**src/rtl/leds_seq.sv**
```systemverilog
// LED pattern sequencer: static, blink, chase and binary count modes with a step prescaler.
// Optional brightness PWM gating is enabled by defining LEDS_SEQ_PWM_EN.
module leds_seq #(
  parameter int N_LEDS   = 5,
  parameter int PRESCALE = 12000000,
  parameter int PWM_BITS = 4
) (
  input  logic              clk,
  input  logic              rst,
  input  logic [1:0]        mode,
  input  logic [N_LEDS-1:0] pattern,
  input  logic              load,
  input  logic              pause,
`ifdef LEDS_SEQ_PWM_EN
  input  logic [PWM_BITS-1:0] brightness,
`endif
  output logic [N_LEDS-1:0] leds,
  output logic              step
);

  localparam int CW = (PRESCALE > 2) ? $clog2(PRESCALE) : 1;
  localparam logic [CW-1:0]     CNT_LAST = CW'(PRESCALE - 1);
  localparam logic [CW-1:0]     CNT_ONE  = CW'(1);
  localparam logic [N_LEDS-1:0] LED_ONE  = N_LEDS'(1);

  if (N_LEDS < 1 || N_LEDS > 32) begin : g_bad_n_leds
    $error("leds_seq: N_LEDS must be in 1..32");
  end
  if (PRESCALE < 2) begin : g_bad_prescale
    $error("leds_seq: PRESCALE must be >= 2");
  end

  typedef enum logic [1:0] {
    M_STATIC = 2'd0,
    M_BLINK  = 2'd1,
    M_CHASE  = 2'd2,
    M_COUNT  = 2'd3
  } mode_t;

  mode_t             mode_q;
  logic [CW-1:0]     cnt;
  logic [N_LEDS-1:0] pat_reg;
  logic [N_LEDS-1:0] shifter;
  logic [N_LEDS-1:0] counter;
  logic              phase;
  logic              tick;
  logic [N_LEDS-1:0] decode;

  // Index-based rotate so that N_LEDS=1 degenerates to a no-op without special slicing.
  function automatic logic [N_LEDS-1:0] rotl1(input logic [N_LEDS-1:0] v);
    logic [N_LEDS-1:0] r;
    r = '0;
    for (int unsigned i = 0; i < N_LEDS; i++) begin
      r[(i + 1) % N_LEDS] = v[i];
    end
    return r;
  endfunction

  assign tick = (cnt == CNT_LAST) && !pause;

  always_ff @(posedge clk) begin
    if (rst) begin
      mode_q  <= M_STATIC;
      cnt     <= '0;
      pat_reg <= '0;
      shifter <= '0;
      counter <= '0;
      phase   <= 1'b1;
      step    <= 1'b0;
    end else begin
      step <= 1'b0;
      if (load) pat_reg <= pattern;
      if (mode_t'(mode) != mode_q) begin
        mode_q  <= mode_t'(mode);
        cnt     <= '0;
        shifter <= load ? pattern : pat_reg;
        counter <= '0;
        phase   <= 1'b1;
      end else begin
        if (!pause) begin
          if (tick) begin
            cnt  <= '0;
            step <= 1'b1;
            case (mode_q)
              M_BLINK: phase   <= ~phase;
              M_CHASE: shifter <= rotl1(shifter);
              M_COUNT: counter <= counter + LED_ONE;
              default: ;
            endcase
          end else begin
            cnt <= cnt + CNT_ONE;
          end
        end
        // Placed last so a load on a tick edge overrides the rotate.
        if (load) shifter <= pattern;
      end
    end
  end

  always_comb begin
    decode = '0;
    case (mode_q)
      M_STATIC: decode = pat_reg;
      M_BLINK:  decode = phase ? pat_reg : '0;
      M_CHASE:  decode = shifter;
      M_COUNT:  decode = counter;
      default:  decode = '0;
    endcase
  end

`ifdef LEDS_SEQ_PWM_EN
  localparam logic [PWM_BITS-1:0] PWM_ONE = PWM_BITS'(1);
  logic [PWM_BITS-1:0] pwm_cnt;
  logic                gate;

  always_ff @(posedge clk) begin
    if (rst) pwm_cnt <= '0;
    else     pwm_cnt <= pwm_cnt + PWM_ONE;
  end

  assign gate = (brightness == '1) || (pwm_cnt < brightness);
  assign leds = decode & {N_LEDS{gate}};
`else
  assign leds = decode;
`endif

endmodule
```
**config.mk**
```make
export PLATFORM = sky130hd
export DESIGN_NAME = leds_seq
export DESIGN_NICKNAME = d
export VERILOG_FILES = /design/src/rtl/leds_seq.sv
export SDC_FILE = /design/constraint.sdc
export NUM_CORES = 1
export LEC_CHECK = 0
export CORE_ASPECT_RATIO = 0.7
export CORE_MARGIN = 2
export CORE_UTILIZATION = 55
export DETAILED_ROUTE_END_ITERATION = 10
export PLACE_DENSITY_LB_ADDON = 0.15
export SLEW_MARGIN = 20
export SYNTH_ARGS = -nofsm -noshare
export SYNTH_HDL_FRONTEND = slang
export SYNTH_SLANG_ARGS = --single-unit
```
**constraint.sdc**
```tcl
create_clock -name clk -period 7.3 [get_ports clk]
set_clock_uncertainty 0.1 [all_clocks]
set_input_delay 2.19 -clock clk [delete_from_list [all_inputs] [get_ports clk]]
set_output_delay 2.19 -clock clk [all_outputs]
set_load 0.1 [all_outputs]
```
==> flow_summary.ini <==
[status]
outcome = complete, no violations

[worst_setup_path]
required_ps = 5010
critPathCaptureType = output pin
cp.arrival_ps = 2590
slowest_stage = clkdlybuf4s50_1
path_delay_family = buffers and inverters
path_depth = 4
r2r-end = counter[2]$_SDFFE_PP0P_
crit_buf_inv = 1
critPathMaxFanout = 15
slowest_delay_ps = 990
crit_chain = nand2b_1 > o22ai_1 > a21oi_1 > clkdlybuf4s50_1
timing.rr.start = cnt[7]$_SDFFE_PP0N_
critPathLaunchType = flip-flop
reg2reg_slack_ps = 4960
criticalPathCategory = reg -> out
reg2reg_depth = 4

[placement]
gp_congestion = 0.830
io_buffers = 16
dp_hpwl_mm = 3.74
dp.cells = 326
dpl_worst_slack_ps = 2620

[timing]
fin_ws_ps = 2420
final.setup.tns_ps = 0
rsz0062_at_grt = false
setup_viol = 0
fmax_mhz = 205
worst_pin_slew_ps = 971
maxSlewViolCount = 0
fin_crit_ps = 4880
hold_viol_final = 0
slew_headroom_pct = 35.1
fin_crit_sh_pct = 66.9
hold_ws_ps = 392

[synth]
synth-edff-count = 0
synth_nets = 286
synth.distinct_cells = 39
ys_seq_area_share_pct = 37.2
synth_commonest_cells = dfxtp_1 (43), nor2_1 (26), a21oi_1 (25)
synth_area_leader_cell = dfxtp_1
synth-seq-cells = 43
synth_top_family_by_area = simple AND/OR/NAND/NOR gates
netlist_area_um2 = 2310
synth-xor-area-share_pct = 5.68
synth_most_common_cell = dfxtp_1
async_reset_ff_share_pct = 0
yosys-top-cells-area = dfxtp_1 (37%), mux2i_1 (6.5%), a21oi_1 (5.4%)
synth-adder-area-share_pct = 1.08
synth_compound_area_share_pct = 15.3
ys.flop_type = dfxtp_1
avgSynthCellArea_um2 = 8.47
synth_top_area_share_pct = 37.2
synth_warnings = 0
postSynthCellCount = 273
synth-simple-area-share_pct = 29.7
synth_mux_area_share_pct = 6.50

[power_and_ir_drop]
ir_drop_mv = 0.107
power.density_nw_per_um2 = 189
power.leakage_nw = 0.838

[global_routing]
grt_pass1_vias = 1775
grt_usage_pct = 23.9
grt_overflow = 0
grt_start_max_net_pins = 22
grt_pass1_wl_mm = 8.76
grt_antenna_before_repair = 0

[clock_network]
cts_tree = built
cts_setup_buffers = 0
htreeDepth = 2
clkTransAtPathRegs_ps = 80
cts-root-buf = clkbuf_8
clk_latency_ps = 290
clk_path_buf_depth = 2
cts_resized = 0
cts_buffers = 5
hold_buffers = 0
cts.sinks = 43

[final_layout]
nNetsFinal = 294
drive_above_1_share_pct = 4.63
multi_input_area_um2 = 1350
regMostFlops = cnt
seq_area_um2 = 861
diodes = 0
final_cells = 333
num-fill-cells = 358
area_delta_synth_final_pct = 11.6
largest_register_ffs = 24

[drt]
dr.first_iter.drc_count = 256
post_drt_via_cell_ratio = 6.08
postRouteAntennaNets = 0
wire_per_inst_um = 15.6
drc = 0
dr.pass1.iters = 5
drt_wl_total_mm = 5.19
vias = 2023

[worst_hold_path]
min_to = counter[4]$_SDFFE_PP0P_
hold-path-cell-count = 2
hold_class = reg -> reg
min_from = counter[4]$_SDFFE_PP0P_

[die]
die_y_um = 58.2
coreArea_um2 = 3970
num_rows = 19
die_width_um = 81.5
die_area_um2 = 4740
initial_utilization_pct = 58.2
top_level_ports = 17

[flow_run]
max_cap_violations = 0
layer usage:
metal  vias to the layer above  routed length (um)  global-route usage [%]
met2                        59                1990                    30.6
met1                       942                2910                    40.2
met5                         -                   0                       0
li1                       1020                   -                       -
met4                         0                  23                    3.63
met3                         2                 271                    5.14
report_power, final:
part	internal, mW	switching (mW)
logic	0.0220	0.0421
clock network	0.100	0.0770
registers	0.240	0.00661
cell type report:
| type | count | share of cell area (%) |
|---|---|---|
| sequential | 43 | 33.4 |
| multi-input combinational | 204 | 52.2 |
| clock inverter | 1 | 1.16 |
| inverter | 10 | 1.46 |
| tap | 52 | 2.52 |
| clock buffer | 6 | 2.81 |
| timing repair buffer | 17 | 6.50 |
cell usage in the layout, fill, tap and decap left out, types with 2 or more instances in the layout:
master and count:
dfxtp_1 43, nor2_1 26, a21oi_1 25, clkdlybuf4s50_1 16, mux2i_1 15, o21ai_0 14
nand2_1 13, or4_1 12, inv_1 10, nand3_1 9, xnor2_1 9, o31ai_1 8
nand2b_1 7, nand4_1 6, xor2_1 6, or3_1 6, o22ai_1 5, and4_1 5
o311ai_0 5, clkbuf_8 5, nor3_1 4, nor4_1 4, nor2b_1 4, and4b_1 2
nor4b_1 2, or2_2 2, nand4bb_1 2, ha_1 2
stage by stage:
| step | power [mW] | cell area, um2 | utilization (%) |
|---|---|---|---|
| after detailed placement | 0.315 | 2480 | 62.4 |
| after floorplan | 0.297 | 2310 | - |
| after global placement | 0.315 | 2480 | 62.4 |
| final | 0.488 | 2580 | 65.0 |
| after global routing | 0.507 | 2580 | 65.0 |
| after CTS | 0.490 | 2580 | 65.0 |
tightest hold or removal path: stages, from the launching register on:
cell and delay [ps]:
dfxtp_1 330, o31ai_1 70, a21oi_1 60
worst max path at each step:
stage	slack, ps	end	from
2_1_floorplan	2640	leds[0]	mode_q[1]$_SDFFE_PP0P_
3_3_place_gp	2690	cnt[22]$_SDFFE_PP0N_	pause
3_5_place_dp	2620	counter[2]$_SDFFE_PP0P_	pause
4_1_cts	2410	leds[1]	mode_q[0]$_SDFFE_PP0P_
5_1_grt	2230	leds[1]	mode_q[1]$_SDFFE_PP0P_
6_report	2420	leds[3]	mode_q[1]$_SDFFE_PP0P_
cells by family after synthesis:
group	Yosys count
xor gates and xnor gates	15
AOI/OAI and AO/OA	60
DFF	43
buffers and inverters	26
muxes	15
adders and majority gates	2
and+or+nand+nor	112
No activity file was read; power rests on OpenSTA's default activity.
